### config.mk
export PLATFORM = sky130hd
export DESIGN_NAME = tow_cpu_player
export DESIGN_NICKNAME = d
export VERILOG_FILES = /design/src/rtl/tow_pkg.sv /design/src/rtl/tow_lfsr8.sv /design/src/rtl/tow_cpu_player.sv
export SDC_FILE = /design/constraint.sdc
export NUM_CORES = 1
export LEC_CHECK = 0
export CAP_MARGIN = 30
export CORE_AREA = 2 2 56 64
export DETAILED_ROUTE_END_ITERATION = 7
export DIE_AREA = 0 0 58 66
export HOLD_SLACK_MARGIN = 0.03
export MAX_ROUTING_LAYER = met4
export PLACE_DENSITY = 0.71
export SLEW_MARGIN = 20
export SYNTH_ARGS = -nofsm -noshare
export SYNTH_HDL_FRONTEND = slang
export SYNTH_SLANG_ARGS = --single-unit
### constraint.sdc
create_clock -name clk -period 1.6 [get_ports clk]
set_input_delay 0.32 -clock clk [delete_from_list [all_inputs] [get_ports clk]]
set_output_delay 0.32 -clock clk [all_outputs]
set_load 0.1 [all_outputs]
### src/rtl/tow_pkg.sv
// Shared types and constants for the tug-of-war automated opponent.
// Holds the FSM state encoding, reaction base delays and LFSR taps.
package tow_pkg;

    typedef enum logic [2:0] {
        IDLE,
        ARM,
        REACT,
        PRESS,
        WAIT_CLR
    } state_t;

    localparam logic [4:0] BASE_L0 = 5'd12;
    localparam logic [4:0] BASE_L1 = 5'd8;
    localparam logic [4:0] BASE_L2 = 5'd4;
    localparam logic [4:0] BASE_L3 = 5'd1;

    // x^8 + x^6 + x^5 + x^4 + 1, Fibonacci form shifting toward the MSB
    localparam logic [7:0] LFSR_TAPS = 8'hB8;

    function automatic logic [4:0] react_delay(
        input logic [1:0] level,
        input logic [2:0] rnd
    );
        logic [4:0] base;
        unique case (level)
            2'd0: base = BASE_L0;
            2'd1: base = BASE_L1;
            2'd2: base = BASE_L2;
            2'd3: base = BASE_L3;
        endcase
        return base + {2'b00, rnd};
    endfunction

endpackage

### src/rtl/tow_lfsr8.sv
// Free-running 8-bit Fibonacci LFSR; reusable for any pseudo-random timing.
// Shifts every cycle out of reset and reloads the seed on reset.
module tow_lfsr8
    import tow_pkg::*;
#(
    parameter logic [7:0] SEED = 8'hA5,
    parameter logic [7:0] TAPS = LFSR_TAPS
) (
    input  logic       clk,
    input  logic       rst,
    output logic [7:0] lfsr
);

    always_ff @(posedge clk or negedge rst) begin
        if (!rst) begin
            lfsr <= SEED;
        end else begin
            lfsr <= {lfsr[6:0], ^(lfsr & TAPS)};
        end
    end

endmodule

### src/rtl/tow_cpu_player.sv
// Automated tug-of-war opponent: waits for the light, reacts after a
// pseudo-random delay, holds the button, then waits for the referee clear.
module tow_cpu_player
    import tow_pkg::*;
#(
    parameter int         HOLD = 2,
    parameter logic [7:0] SEED = 8'hA5
) (
    input  logic       clk,
    input  logic       rst,
    input  logic       en,
    input  logic       leds_on,
    input  logic       clr,
    input  logic [1:0] level,
    output logic       pb,
    output logic       busy,
    output logic [7:0] presses
);

    localparam logic [3:0] HOLD_LD = 4'(HOLD);

    state_t     state, state_d;
    logic [4:0] cnt, cnt_d;
    logic [3:0] hold, hold_d;
    logic       pb_d;
    logic       busy_d;
    logic [7:0] presses_d;
    logic [7:0] lfsr;
    logic       unused_lfsr_hi;

    assign unused_lfsr_hi = ^lfsr[7:3];

    tow_lfsr8 #(
        .SEED (SEED),
        .TAPS (LFSR_TAPS)
    ) u_lfsr (
        .clk  (clk),
        .rst  (rst),
        .lfsr (lfsr)
    );

    always_ff @(posedge clk or negedge rst) begin
        if (!rst) begin
            state   <= IDLE;
            cnt     <= '0;
            hold    <= '0;
            pb      <= 1'b0;
            busy    <= 1'b0;
            presses <= '0;
        end else begin
            state   <= state_d;
            cnt     <= cnt_d;
            hold    <= hold_d;
            pb      <= pb_d;
            busy    <= busy_d;
            presses <= presses_d;
        end
    end

    // pb_d defaults low so only the PRESS path can raise the button
    always_comb begin
        state_d   = state;
        cnt_d     = cnt;
        hold_d    = hold;
        pb_d      = 1'b0;
        presses_d = presses;
        if (!en) begin
            state_d = IDLE;
        end else begin
            case (state)
                IDLE: begin
                    state_d = ARM;
                end
                ARM: begin
                    if (leds_on) begin
                        state_d = REACT;
                        cnt_d   = react_delay(level, lfsr[2:0]);
                    end
                end
                REACT: begin
                    cnt_d = cnt - 5'd1;
                    if (!leds_on) begin
                        state_d = ARM;
                    end else if (cnt == 5'd1) begin
                        state_d   = PRESS;
                        pb_d      = 1'b1;
                        hold_d    = HOLD_LD;
                        presses_d = (presses == 8'hFF) ? presses
                                                       : presses + 8'd1;
                    end
                end
                PRESS: begin
                    if (hold == 4'd1) begin
                        state_d = WAIT_CLR;
                    end else begin
                        pb_d   = 1'b1;
                        hold_d = hold - 4'd1;
                    end
                end
                WAIT_CLR: begin
                    if (clr) begin
                        state_d = ARM;
                    end
                end
                default: begin
                    state_d = IDLE;
                end
            endcase
        end
        busy_d = (state_d != IDLE);
    end

endmodule

==> reports/results.ini <==
[layout]
layout.nets=213
drive_gt1_share_pct=42.21
area.growth.synth_to_final_pct=50.89
utilization_pct=72.96
n_antenna_cell=0
stdcell_count=235
design_area_um2=2330

[timing]
rsz0062_at_grt=true
fmax_mhz=621.3
hold_ws_ps=340.1
worstMarginPinSlew_ps=459.9
fin_ws_ps=-9.420
period_share_pct=100.6
setup_tns_ps=-16.35
finalSetupViolCount=2
slew_violations=0
fin_crit_ps=1609
finClkSkew_ps=7.509
slew_headroom_pct=69.20
hold_violations=0

[logic_synthesis]
synth_most_common_cell=dfrtp_1
synth_seq_area_share_pct=48.95
ys_warn_count=0
synth_cell_types=40
synth_common_cells=dfrtp_1 (26), nand2_1 (12), inv_1 (9), o21ai_0 (9)
yosys.area.top_type=dfrtp_1
ys_seq_elements=30
async_flop_share_pct=100.0
synth_area_um2=1544
ys.flop_type=dfrtp_1
synth_top_area_share_pct=42.14
synth_enable_flop_cells=0
synth_area_leaders=dfrtp_1 (42%), dfstp_2 (6.8%), ha_1 (6.5%)
synthCells=147
synthesis.nets=162
syn_area_per_cell_um2=10.50

[power_and_ir_drop]
finalPower_mw=2.277
p_int_mw=1.661
power_frac_comb_pct=25.5
clkPwrFrac_pct=34.9
powerDensity_nw_per_um2=977.5
swShare_pct=27.07
p_sw_mw=0.6164
p_seq_share_pct=39.6
p_leak_nw=1.013
ir_drop_uv=862.9

[detailed_routing]
first_pass_iters=4
wl_met2_mm=1.920
vias_per_cell=5.566
met3WireLength_um=145
wl_per_cell_um=15.29
ant_nets=0
route.detailed.drc=0
vias=1308
highest_layer=met4
met1_length_mm=1.371
wl_mm=3.592
dr.first_iter.drc_count=40

[setup_path]
path_buf_inv=2
crit_slowest_cell=dfrtp_1
path_max_fanout=4
cpLargestDelayFamily=simple AND/OR/NAND/NOR gates
worstPathCellList=inv_2 -> ha_4 -> nor4b_4 -> buf_4 -> nand3_4 -> nor2_4 -> mux2_4
critPathKind=reg2reg
startpoint_type=flop
cp.arrival_ps=1840
crit_required_ps=1830
crit_path_end_kind=flop
slowest_delay_ps=400

[die]
ios=17
die_x_um=58
core_area_um2=3193
initial_core_util_pct=48.35
die_height_um=66
rows=22
design.die.area_um2=3828

[cts]
cts_tree=built
cts.clk_slew.worst_paths_ps=100
ctsLongestPathBuffers=2
root_buffer=clkbuf_4
insertion_delay_ps=330
cts_htree_levels=2
cts_buffers=5
hold_buffers=0
cts.sinks=30

[worst_hold_path]
min_path_type=in2async

[grt]
grt_max_degree=31
track_usage_pct=22.16
antenna_found_initial=0
grt_pass1_vias=1286
grt_pass1_wl_mm=6.078
gr-total-overflow=0

[placed_design]
gp_congestion=0.8802
place_inst=221
port_buffers=16
place_ws_ps=-299.1
dp_hpwl_mm=2.402
placed_area_um2=2069

[outcome]
status=complete, but fails checks
violations=setup timing

[flow_run]
drv_cap=0

==> routing by layer <==
metal,vias up,track usage [%]
li1,625,-
met1,642,23.71
met2,29,37.64
met3,12,6.262
met4,0,10.47
met5,-,-
==> registers in the layout, indices dropped and copies added (netlist names) <==
register / count
presses: 8
busy: 1
hold: 4
state: 3
pb: 1
u_lfsr.lfsr: 8
cnt: 5
==> final timing paths <==
check / from / end / slack, ps / cells after the start
min in group clk: u_lfsr.lfsr[6] / u_lfsr.lfsr[7] / 370 / 0
min: rst / hold[2] / 340 / 2
max: cnt[1] / presses[1] / -9 / 7
min reg2reg: u_lfsr.lfsr[6] / u_lfsr.lfsr[7] / 370 / 0
max in group asynchronous: rst / u_lfsr.lfsr[2] / 1020 / 2
max reg2reg: cnt[1] / presses[1] / -9 / 7
==> final cells by class <==
| class | instances | area [um^2] |
|---|---|---|
| inverters | 9 | 33.78 |
| fillers | 218 | 863.3 |
| clock buffers | 6 | 51.30 |
| well taps | 36 | 45.04 |
| multi-input cells | 106 | 862.1 |
| flip-flops and latches | 30 | 779.5 |
| clock inverters | 2 | 60.06 |
| repair buffers | 46 | 498.0 |
==> power groups by stage <==
stage	Sequential, mW	Clock, mW	Combinational (mW)
6_report	0.901	0.796	0.580
5_1_grt	0.910	0.852	0.634
4_1_cts	0.901	0.810	0.567
3_5_place_dp	0.915	0	0.527
3_3_place_gp	0.909	0	0.514
2_1_floorplan	0.955	0	0.227
==> layout by cell type, fill, tap and decap left out, types with 3 or more instances in the layout <==
cell type and instances:
o21ai_0 7, buf_12 11, a21oi_1 7, inv_1 8, dfrtp_1 17, dfrtp_4 5
dfrtp_2 4, nor2_1 6, o21ai_1 3, xnor2_1 4, dfstp_2 4, xor2_1 6
clkdlybuf4s50_1 6, ha_1 5, nor3_1 4, nand2_1 12, nand2b_1 3, buf_4 29
nand3_1 4, clkbuf_4 5
==> kinds of logic (layout without fill, tap and decap cells) <==
logic type | count (synthesis) | in the layout | share of synthesized area [%]
DFF | 30 | 30 | 48.95
AOI/OAI and AO/OA | 33 | 33 | 13.69
xor gates and xnor gates | 10 | 10 | 5.672
adders and majority gates | 8 | 8 | 6.483
muxes | 3 | 3 | 2.107
and+or+nand+nor | 52 | 52 | 20.26
buffers and inverters | 11 | 63 | 2.836
==> repair_timing <==
action,CTS,global route
cloned,0,0
pin swaps,10,5
gates resized for setup,12,10
buffers inserted,4,2
endpoints found under the setup margin,9,16
No activity file was read; power rests on OpenSTA's default activity.
